===== src/rtl/calc_pkg.sv =====
// rtl/calc_pkg.sv - shared state encodings and op codes for the calculator front end
package calc_pkg;

  typedef enum logic [2:0] {
    S_A    = 3'b000,
    S_B    = 3'b001,
    S_OP   = 3'b010,
    S_CALC = 3'b011,
    S_SHOW = 3'b100
  } state_t;

  localparam logic [2:0] OP_ADD = 3'b000;
  localparam logic [2:0] OP_SUB = 3'b001;
  localparam logic [2:0] OP_AND = 3'b010;
  localparam logic [2:0] OP_OR  = 3'b011;
  localparam logic [2:0] OP_XOR = 3'b100;
  localparam logic [2:0] OP_NOT = 3'b101;

  localparam logic [2:0] OP_MAX_LEGAL = 3'b101;

  function automatic logic op_legal(input logic [2:0] op);
    return op <= OP_MAX_LEGAL;
  endfunction

endpackage


===== src/rtl/btn_debounce.sv =====
// rtl/btn_debounce.sv - push-button synchronizer, debouncer and press pulse
module btn_debounce #(
  parameter int DEBOUNCE_CYCLES = 500000,
  parameter int CNT_W           = 20
) (
  input  logic clk,
  input  logic rst,
  input  logic raw,
  output logic pulse
);

  logic             sync1;
  logic             sync2;
  logic             level;
  logic             level_q;
  logic [CNT_W-1:0] cnt;

  always_ff @(posedge clk or posedge rst) begin
    if (rst) begin
      sync1   <= 1'b0;
      sync2   <= 1'b0;
      level   <= 1'b0;
      level_q <= 1'b0;
      pulse   <= 1'b0;
      cnt     <= '0;
    end else begin
      sync1   <= raw;
      sync2   <= sync1;
      level_q <= level;
      pulse   <= level & ~level_q;
      // Any sample agreeing with the accepted level restarts the stability run.
      if (sync2 == level) begin
        cnt <= '0;
      end else if (cnt == CNT_W'(DEBOUNCE_CYCLES - 1)) begin
        level <= sync2;
        cnt   <= '0;
      end else begin
        cnt <= cnt + 1'b1;
      end
    end
  end

endmodule


===== src/rtl/calc_input_seq.sv =====
// rtl/calc_input_seq.sv - collects A, B and op from switches per ENTER press, captures ALU result
module calc_input_seq
  import calc_pkg::*;
#(
  parameter int DEBOUNCE_CYCLES = 500000,
  parameter int CNT_W           = 20
) (
  input  logic       clk,
  input  logic       rst,
  input  logic [3:0] sw,
  input  logic       btn_enter,
  input  logic       btn_clear,
  output logic [3:0] alu_a,
  output logic [3:0] alu_b,
  output logic [2:0] alu_op,
  input  logic [3:0] alu_result,
  output logic [3:0] disp_value,
  output logic       disp_valid,
  output logic       op_err,
  output logic [2:0] state_code
);

  logic       enter_p;
  logic       clear_p;
  logic [3:0] sw_s1;
  logic [3:0] sw_s;

  state_t     state, state_n;
  logic [3:0] a_n, b_n, disp_r, disp_n;
  logic [2:0] op_n;
  logic       valid_n, err_n;

  btn_debounce #(.DEBOUNCE_CYCLES(DEBOUNCE_CYCLES), .CNT_W(CNT_W)) u_enter (
    .clk(clk), .rst(rst), .raw(btn_enter), .pulse(enter_p)
  );

  btn_debounce #(.DEBOUNCE_CYCLES(DEBOUNCE_CYCLES), .CNT_W(CNT_W)) u_clear (
    .clk(clk), .rst(rst), .raw(btn_clear), .pulse(clear_p)
  );

  always_ff @(posedge clk or posedge rst) begin
    if (rst) begin
      sw_s1      <= '0;
      sw_s       <= '0;
      state      <= S_A;
      alu_a      <= '0;
      alu_b      <= '0;
      alu_op     <= '0;
      disp_r     <= '0;
      disp_valid <= 1'b0;
      op_err     <= 1'b0;
    end else begin
      sw_s1      <= sw;
      sw_s       <= sw_s1;
      state      <= state_n;
      alu_a      <= a_n;
      alu_b      <= b_n;
      alu_op     <= op_n;
      disp_r     <= disp_n;
      disp_valid <= valid_n;
      op_err     <= err_n;
    end
  end

  always_comb begin
    state_n = state;
    a_n     = alu_a;
    b_n     = alu_b;
    op_n    = alu_op;
    disp_n  = disp_r;
    valid_n = disp_valid;
    err_n   = op_err;
    // Clear outranks a simultaneous enter.
    if (clear_p) begin
      state_n = S_A;
      a_n     = '0;
      b_n     = '0;
      op_n    = '0;
      disp_n  = '0;
      valid_n = 1'b0;
      err_n   = 1'b0;
    end else begin
      case (state)
        S_A: if (enter_p) begin
          a_n     = sw_s;
          state_n = S_B;
        end
        S_B: if (enter_p) begin
          b_n     = sw_s;
          state_n = S_OP;
        end
        S_OP: if (enter_p) begin
          if (op_legal(sw_s[2:0])) begin
            op_n    = sw_s[2:0];
            err_n   = 1'b0;
            state_n = S_CALC;
          end else begin
            err_n = 1'b1;
          end
        end
        S_CALC: begin
          disp_n  = alu_result;
          valid_n = 1'b1;
          state_n = S_SHOW;
        end
        S_SHOW: if (enter_p) begin
          valid_n = 1'b0;
          state_n = S_A;
        end
        default: state_n = S_A;
      endcase
    end
  end

  // While entering values the display previews the switches.
  assign disp_value = (state == S_CALC || state == S_SHOW) ? disp_r : sw_s;
  assign state_code = state;

endmodule


===== config.mk =====
export PLATFORM = sky130hd
export DESIGN_NAME = calc_input_seq
export DESIGN_NICKNAME = d
export VERILOG_FILES = /design/src/rtl/calc_pkg.sv /design/src/rtl/btn_debounce.sv /design/src/rtl/calc_input_seq.sv
export SDC_FILE = /design/constraint.sdc
export NUM_CORES = 1
export LEC_CHECK = 0
export BUFFER_PORTS_ARGS = -buffer_cell sky130_fd_sc_hd__buf_4
export CAP_MARGIN = 25
export CORE_ASPECT_RATIO = 0.5
export CORE_MARGIN = 2
export CORE_UTILIZATION = 50
export CTS_CLUSTER_SIZE = 25
export DETAILED_ROUTE_END_ITERATION = 12
export PLACE_DENSITY = 0.66
export RECOVER_POWER = 50
export SYNTH_ARGS = -nofsm -noshare
export SYNTH_HDL_FRONTEND = slang
export SYNTH_SLANG_ARGS = --single-unit

===== constraint.sdc =====
create_clock -name clk -period 2.8 [get_ports clk]
set_input_delay 0.42 -clock clk [delete_from_list [all_inputs] [get_ports clk]]
set_output_delay 0.42 -clock clk [all_outputs]
set_load 0.1 [all_outputs]

# Word level (Yosys, flattened, before mapping)
# Cells that the tools add are included.
# op_classes
n_bitwise,6
n_mux,30
n_eq_ne,13
order_cmp,1
n_reduce_logical,17
add_sub_neg,2
# ops
cell,n
2-to-1 mux 20 bit,4
adder 20 x 1 -> 20 bit (second input constant),2
== test 20 x 19 -> 1 bit (second input constant),2
2-to-1 mux 4 bit,8
2-to-1 mux 3 bit,10
one-hot mux 3 bit (5 select lines),1
inequality test 3 x 1 -> 1 bit (second input constant),4
AND reduction 2 bit,6
nonzero test 2 bit,6
== test 3 x 2 -> 1 bit (second input constant),2
2-to-1 mux 1 bit,6
AND reduction 5 bit,1
NOT 1 bit,4
== test 3 x 1 -> 1 bit (second input constant),1
== test 3 bit (second input constant),1
less-or-equal comparator 3 bit (second input constant),1
zero test 3 bit,1
inequality test 3 x 2 -> 1 bit (second input constant),1
AND reduction 3 bit,1
nonzero test 3 bit,1
bitwise AND 1 bit,2
== test 1 bit,2
one-hot mux 1 bit (2 select lines),1
logical OR 1 bit,1
# word_totals
output_inout_bits,20
inputBits,12
reg_bits,78

# Longest topological paths before layout
# Gate-level depths: netlist (run 1).
# depth
word_depth,5
depth_mapped,6

# By module
# Synthesis (run 1) repeated with hierarchy kept, for this count alone.
# hier_totals
cells_unflattened,347
hier_area_um2,3728.6
# by_module_without_submodules
module,area_per_inst_um2,cells_per_inst,n_inst
btn_debounce,1211.2,115,2
calc_input_seq,1306.3,117,1

# Worst setup path before layout (run 1)
# Ideal clock, no wire load.
# synth_timing
path_type,reg2out
start,"register state[1], in the netlist state_code[1]"
end,output port disp_value[3]
path_slack_ns,-0.204
required_time_ns,2.380
arrival_ns,2.584
path_stages_with_launch,6
path_cell_list,dfrtp_1 > clkbuf_1 > buf_1 > nor3_1 > o21ai_0 > o311a_1
# synth_between
elab_chain_cells,3
# synth_rtl
item,line,rtl
"start, declared",calc_input_seq.sv:28,"state_t state, state_n;"
"start signal, assigned",calc_input_seq.sv:55,state <= state_n;
== test 3 x 2 -> 1 bit or == test 3 bit (tied branches),calc_input_seq.sv:116,assign disp_value = (state == S_CALC || state == S_SHOW) ? disp_r : sw_s;
logical OR 1 bit (*),calc_input_seq.sv:116,
2-to-1 mux 4 bit (*),calc_input_seq.sv:116,
"end, declared",calc_input_seq.sv:17,"output logic [3:0] disp_value,"
# Every way passes the cells marked *; elsewhere a longest branch is shown, timed or not.

# Worst setup path after layout (run 1)
# Same ends and word-level chain as after synthesis.

==> results of run 1 <==
==> kinds of logic (layout without fill, tap and decap cells) <==
logic type | Yosys count | in the layout
compound gates | 46 | 46
xor+xnor | 29 | 29
fa+ha+maj | 2 | 2
buf+inv | 20 | 57
flops | 78 | 78
mux | 12 | 12
simple gates | 157 | 157
==> cell usage after synthesis (2+ instances only) <==
cell | number | area [um^2]
sky130_fd_sc_hd__dfrtp_1 | 78 | 1950
sky130_fd_sc_hd__nor2_1 | 46 | 173
sky130_fd_sc_hd__nand2_1 | 20 | 75.1
sky130_fd_sc_hd__a21oi_1 | 17 | 85.1
sky130_fd_sc_hd__nand3_1 | 16 | 80.1
sky130_fd_sc_hd__xor2_1 | 16 | 140
sky130_fd_sc_hd__nand4_1 | 14 | 87.6
sky130_fd_sc_hd__nor3_1 | 13 | 65.1
sky130_fd_sc_hd__xnor2_1 | 13 | 114
sky130_fd_sc_hd__o21ai_0 | 12 | 60.1
sky130_fd_sc_hd__clkbuf_1 | 10 | 37.5
sky130_fd_sc_hd__nor2b_1 | 10 | 62.6
sky130_fd_sc_hd__mux2i_1 | 8 | 80.1
sky130_fd_sc_hd__inv_1 | 7 | 26.3
sky130_fd_sc_hd__or3_1 | 6 | 37.5
sky130_fd_sc_hd__and4_1 | 5 | 43.8
sky130_fd_sc_hd__or4_1 | 5 | 37.5
sky130_fd_sc_hd__and2_1 | 4 | 25.0
sky130_fd_sc_hd__mux2_2 | 4 | 45.0
sky130_fd_sc_hd__nor4_1 | 4 | 25.0
sky130_fd_sc_hd__o22ai_1 | 4 | 25.0
sky130_fd_sc_hd__o311a_1 | 4 | 40.0
sky130_fd_sc_hd__o31ai_1 | 4 | 30.0
sky130_fd_sc_hd__o22a_1 | 3 | 26.3
sky130_fd_sc_hd__ha_1 | 2 | 25.0
sky130_fd_sc_hd__nand2b_1 | 2 | 12.5
sky130_fd_sc_hd__nor4b_1 | 2 | 17.5
sky130_fd_sc_hd__or2_2 | 2 | 12.5
==> state kept, by name (all words and copies together), names as in the netlist, 3 cells and up <==
signal / cells
u_clear.cnt: 20
u_enter.cnt: 20
alu_a: 4
alu_b: 4
disp_r: 4
sw_s1: 4
sw_s: 4
alu_op: 3
state_code: 3
==> per-layer routing <==
layer / part of all wire, % / vias up / GRT usage [%]
li1: - / 1284 / -
met1: 46 / 1308 / 25.8
met2: 46 / 64 / 33.4
met3: 6.0 / 14 / 8.39
met4: 1.5 / 0 / 6.68
met5: 0 / - / 0
==> power by group <==
part	total (mW)	internal (mW)	switching (mW)	leakage [nW]
Combinational	0.0948	0.0283	0.0665	0.634
Clock	1.08	0.622	0.455	0.124
Sequential	1.16	1.14	0.0166	1.04
==> worst max-delay path by stage <==
stage,startpoint,endpoint,slack [ns],cells after the start
after floorplan,state_code[1],disp_value[3],0.09,5
after global placement,u_clear.cnt[0],u_clear.cnt[15],0.70,5
after detailed placement,u_clear.cnt[0],u_clear.cnt[16],0.58,5
after CTS,state_code[1],disp_value[3],0.33,4
after global routing,state_code[1],disp_value[1],0.18,4
final,state_code[1],disp_value[3],0.32,4
==> cell type report <==
class	count	area share [%]
sequential	78	46.8
tap	92	2.76
multi-input combinational	246	37.1
timing repair buffer	34	6.06
clock inverter	5	0.840
inverter	7	0.630
clock buffer	11	5.82
==> metrics by stage <==
stage                     utilization [%]  instance area (um^2)  setup WS, ns  power, mW  hold slack [ns]
after detailed placement             57.4                  3910         0.582       1.28            0.336
after global placement               57.4                  3910         0.700       1.28            0.333
final                                61.3                  4170         0.316       2.33            0.207
after CTS                            61.5                  4180         0.333       2.36            0.151
after floorplan                         -                  3580        0.0867       1.24            0.331
after global routing                 61.3                  4170         0.176       2.44            0.190
==> run summary, run 1 <==
The run finished with clean final reports. The fraction of the mapped netlist area in compound gates came out at 8.30%. In the layout the commonest cells are 78 x sky130_fd_sc_hd__dfrtp_1, 46 x sky130_fd_sc_hd__nor2_1, 26 x sky130_fd_sc_hd__buf_4. For this run, the top clock speed supported by timing is 0.403 GHz. The overflow left after global routing is 0.

The remaining antenna violation count after routing is 0. The first-pass iteration count of the detailed router is 4. The static power due to leakage came out at 1.79 nW. The worst setup path is launched from a flop. The initial antenna violation count came to 0. Global routing used 20.8% of the available tracks across all layers. The sink of the worst hold path is sw_s1[3]. The max-slew violation count came to 0. The synthesized design contains 0 enable-type register cells. The number of antenna diodes is 0. The min-delay analysis places its worst path in the category in2reg.

The netlist uses 41 different library cells. The routed layout has 2670 vias. The critical path goes through nor3_1 > o21ai_0 > o311a_2 > buf_4. The count of cells along the worst hold path is 1.

The post-synthesis share of cell area spent on xor and xnor gates came out at 7.11%. The number of placement rows came out at 21. The area of the core region is 6810 um^2. The worst-path maximum fanout came out at 29.

The horizontal extent of the die came out at 124 um. The area of the multi-input gates came out at 1550 um^2. The endpoint identified for the worst register-to-register timing path is u_clear.cnt[14]. Of the total synthesized cell area, the portion taken by AND, OR, NAND and NOR gates is 23.5%.

The fill cell instance count of the final layout came out at 594. Clock skew on the completed layout was measured at 0.00690 ns. Clock tree synthesis inserted a total of 9 buffers. The share of synthesized area occupied by flip-flops and latches is 54.6%. The startpoint identified for the worst hold timing path is sw[3]. The critical setup path kind is reg2out. When the netlist entered floorplanning its net count stood at 358.

The library cell used most frequently in the layout, excluding fill and tap cells, is sky130_fd_sc_hd__dfrtp_1. The hold buffer count at cts came out at 0. The first-pass GRT wire length came out at 12.5 mm. A synthesized cell averages 10.4 um^2. The setup slack of the worst register-to-register path is 0.61 ns. The total of endpoints with negative setup slack in the final report is 0. After detailed routing, the number of remaining DRC violations is 0. The number of instances in the placed design came out at 457. The number of levels in the clock H-tree came out at 3. The area taken by flip-flops and latches is 1950 um^2.

The starting utilization of the core area came out at 52.5%. The worst reg2reg path startpoint is u_clear.cnt[0]. The share of async-settable or async-resettable flops after synthesis came out at 100%. In the final timing run, aggregate negative setup slack is 0 ns. The TritonCTS sink count came out at 78. The clock slew seen by the registers of the worst setup and hold paths is 0.06 ns. After Yosys synthesis, full adders, half adders and majority gates account for 0.701% of the synthesized area. The actual transition at the worst max-transition pin is 1.29 ns.

After detailed routing, the total wire length is 7.22 mm. The power density of the placed cells came out at 559 nW/um^2. The time the final worst path needs with I/O delays and setup is 2.48 ns.

The synthesized design contains 78 register bits. The worst setup path is captured at an output pin. The final weighted congestion in routability-driven placement is 0.792. The post-CTS repair timing setup buffer count came out at 0. STA puts the critical path data arrival time at 2.06 ns. The floorplan die area is 7880 um^2.

Among all stages on the critical path, the largest delay is contributed by sky130_fd_sc_hd__dfrtp_1. Pin placement for this block handled 32 I/O pins. The number of nets in the finished design is 390. The pin count of the biggest net entering global routing came out at 54.

The root buffer cell chosen for the clock tree is sky130_fd_sc_hd__clkbuf_16. The max capacitance violation total is 0. The count of warnings emitted by yosys came out at 0. The number of DRC violations after detailed-routing iteration 0 is 190.

After synthesis, the largest family of logic cells by area is simple AND/OR/NAND/NOR gates. Detailed placement ended at an HPWL of 4.70 mm. The post-route fraction of the period consumed by the critical path came out at 88.7%.

The share of post-route cells with drive strength above 1 is 16.8%. The cell count after synthesis came out at 344. The average via count per standard cell is 5.64. Broken down by cell family, the worst path's largest delay share belongs to flip-flops. Dividing the detail-routed wire length by the instance count gives 15.3 um. The worst pin sits at a relative slew slack of 13.8%. The hold violation count in the final report came to 0. The multiplexer fraction of the synthesized cell area is 3.50%. The summed instance area of the synthesized netlist is 3570 um^2. At the worst endpoint, the required time is 2.38 ns.

The number of cells upsized or downsized after cts came out at 0. The via count of the first global-routing pass is 2683. The area growth from synthesis to layout is 16.7%. The maximum VDD drop came out at 349 uV. In this run the tool buffered the top-level ports with 31 buffer cells. The vertical die dimension is 63.8 um. After the flow finishes, the layout carries non-filler instances totaling 473. TritonCTS built the clock tree.

The biggest cell delay along the critical path came out at 0.89 ns. The clock insertion delay at the later pin of the skew report is 0.34 ns. The most instantiated flip-flop cell in the synthesis netlist is sky130_fd_sc_hd__dfrtp_1. Setup repair after global routing left no endpoint under its margin. The cell depth of the worst flop-to-flop path is 5. The number of buffers and inverters on the critical path is 1. The number of buffers on the longest clock path came out at 2.
Power figures use the tool's default switching activity.
==> run 2, diff against run 1 <==
--- a/config.mk
+++ b/config.mk
@@ -9,10 +9,10 @@
 export CAP_MARGIN = 25
 export CORE_ASPECT_RATIO = 0.5
 export CORE_MARGIN = 2
-export CORE_UTILIZATION = 50
+export CORE_UTILIZATION = 57
 export CTS_CLUSTER_SIZE = 25
 export DETAILED_ROUTE_END_ITERATION = 12
-export PLACE_DENSITY = 0.66
+export PLACE_DENSITY = 0.74
 export RECOVER_POWER = 50
 export SYNTH_ARGS = -nofsm -noshare
 export SYNTH_HDL_FRONTEND = slang
==> run summary, run 2 (synthesized netlist as in run 1, its figures left out) <==
Entering global routing, the biggest net connects 79 pins. The worst min-delay path class is in2reg. The clock insertion delay at the later pin of the skew report is 0.33 ns. The first-pass GRT wire length is 11.4 mm. Tracing the worst setup path back leads to its startpoint at state_code[1]. 32 I/O pins were placed. The achievable frequency is 0.403 GHz. The total routed wirelength came out at 6.65 mm. The floorplan die area is 6950 um^2.

Setup repair after global routing left no endpoint under its margin. At the end of the flow, the number of nets in the layout was 389. The hold violation count in the final report came out at 0. The clock slew seen by the registers of the worst setup and hold paths is 0.06 ns. The number of buffers added on ports came out at 31.

The DRC violation count after routing is 0. The relative slew slack came out at -24.4%. The library cells used most frequently in the layout, excluding fill and tap cells, are 78 x sky130_fd_sc_hd__dfrtp_1, 46 x sky130_fd_sc_hd__nor2_1, 25 x sky130_fd_sc_hd__buf_4. The number of DRC violations after detailed-routing iteration 0 is 183.

The TritonCTS sink count came out at 78. The worst clock skew came out at 0.00558 ns. The vertical die dimension came out at 60.0 um. The overall power is 2.33 mW.

The worst hold path terminates at sw_s1[3]. The via count of the first global-routing pass came out at 2501. The final critical path takes up 88.7% of the cycle. The overflow left after global routing is 0. The initial utilization of the core area, before any placement, comes to 59.0%. TritonCTS built the clock tree.

The max capacitance violation total came out at 1. In this run the clock root is driven by a sky130_fd_sc_hd__clkbuf_16. The number of cells upsized or downsized after cts is 0. After detailed placement, the total cell area comes to 3890 um^2. The kind of end point of the critical path is an output pin.

The cell depth of the worst flop-to-flop path came out at 5. The number of levels in the clock H-tree is 3. The horizontal extent of the die is 116 um.

The mean routed wirelength per cell came out at 14.2 um. Buffers added to address setup during post-CTS repair amount to 0. Leaving out fill and tap cells, the most frequent cell in the layout is sky130_fd_sc_hd__dfrtp_1. In the final layout, the registers with the most flip-flops are u_clear.cnt (20), u_enter.cnt (20).

The via count of the routed design is 2618. The final design utilization is 68.6%. The final reports fail on capacitance limit, slew limit.

The worst setup path is launched from a flop. The initial antenna violation count came out at 0. Setup violations remaining at the end of the flow were counted as 0. TritonCTS created 9 clock buffers. The total negative slack for setup checks is 0 ns. The HPWL after detailed placement is 4.47 mm. The max-slew violation count came out at 79. The total track usage came out at 21.7%.

VDD sags by at most 457 uV. The number of placement rows came out at 20. The area growth from synthesis to layout came out at 16.4%. The count of cells along the worst hold path is 1. The worst-path maximum fanout came out at 29.

The worst path required time came out at 2.38 ns. The first-pass iteration count of the detailed router is 4. The power density of the placed cells came out at 560 nW/um^2. The hold buffer count at cts is 0. The final weighted congestion in routability-driven placement is 0.795.

The final design area excluding fillers is 4160 um^2. The flow ran to the end, but the final reports show violations. The number of buffers on the longest clock path came out at 2. The critical setup path kind is reg2out. The actual transition at the worst max-transition pin is 1.87 ns. The number of antenna diodes came out at 0. The remaining antenna violation count after routing came out at 0. The average via count per standard cell came out at 5.59. The arrival time reported for the critical path endpoint is 2.06 ns. In this run the critical register-to-register path is launched from u_clear.cnt[0].

The setup slack of the worst register-to-register path is 0.63 ns. The area of the core region is 6060 um^2. The start point of the worst min-delay path is sw[3].

The destination of the worst register-to-register timing path is u_clear.cnt[9]. The routed design could run at a clock period as short as 2.48 ns. The share of post-route cells with drive strength above 1 came out at 16.6%. Summed over all cells, the static leakage comes to 1.80 nW.
-- run 2: changes by cell type in the layout (fill, tap and decap cells not counted) --
cell and change:
sky130_fd_sc_hd__clkinv_4 +2, sky130_fd_sc_hd__buf_4 -1, sky130_fd_sc_hd__clkinvlp_4 -3, sky130_fd_sc_hd__clkinv_2 +1
-- run 2: power breakdown --
group,total (mW),switching [mW],internal (mW),leakage (nW)
Sequential,1.16,0.0160,1.14,1.04
Clock,1.07,0.448,0.624,0.135
Combinational,0.0953,0.0668,0.0285,0.628
-- run 2: cell type report --
class | instances | area (um^2)
Inverter | 7 | 26.3
Tap cell | 88 | 110
Timing Repair Buffer | 33 | 245
Fill cell | 476 | 1900
Multi-Input combinational cell | 246 | 1550
Clock inverter | 5 | 35.0
Clock buffer | 11 | 243
Sequential cell | 78 | 1950
-- run 2: routing by layer --
layer  wire length, um  vias up  GRT usage, %
li1                  -     1287             -
met1              3090     1281          27.3
met2              3210       44          35.5
met3               300        6          8.92
met4                45        0          5.78
met5                 0        -             0
-- run 2: how the worst max path moves through the flow --
stage / endpoint / depth (start not counted)
floorplan: disp_value[3] / 5
global placement: u_clear.cnt[15] / 5
detailed placement: u_clear.cnt[8] / 5
CTS: disp_value[3] / 4
global route: disp_value[3] / 4
finish: disp_value[3] / 4
-- run 2: stage by stage --
step	instances	worst slack (ns)	hold WS, ns
final	468	0.317	0.210
after global routing	468	0.198	0.194
after CTS	468	0.311	0.177
after detailed placement	452	0.612	0.338
after global placement	452	0.697	0.334
after floorplan	344	0.0867	0.331
-- run 2: critical path: stages (launching register included) --
cell and delay [ns]:
sky130_fd_sc_hd__dfrtp_1 0.88, sky130_fd_sc_hd__nor3_1 0.14, sky130_fd_sc_hd__o21ai_0 0.21, sky130_fd_sc_hd__o311a_2 0.21
sky130_fd_sc_hd__buf_4 0.28
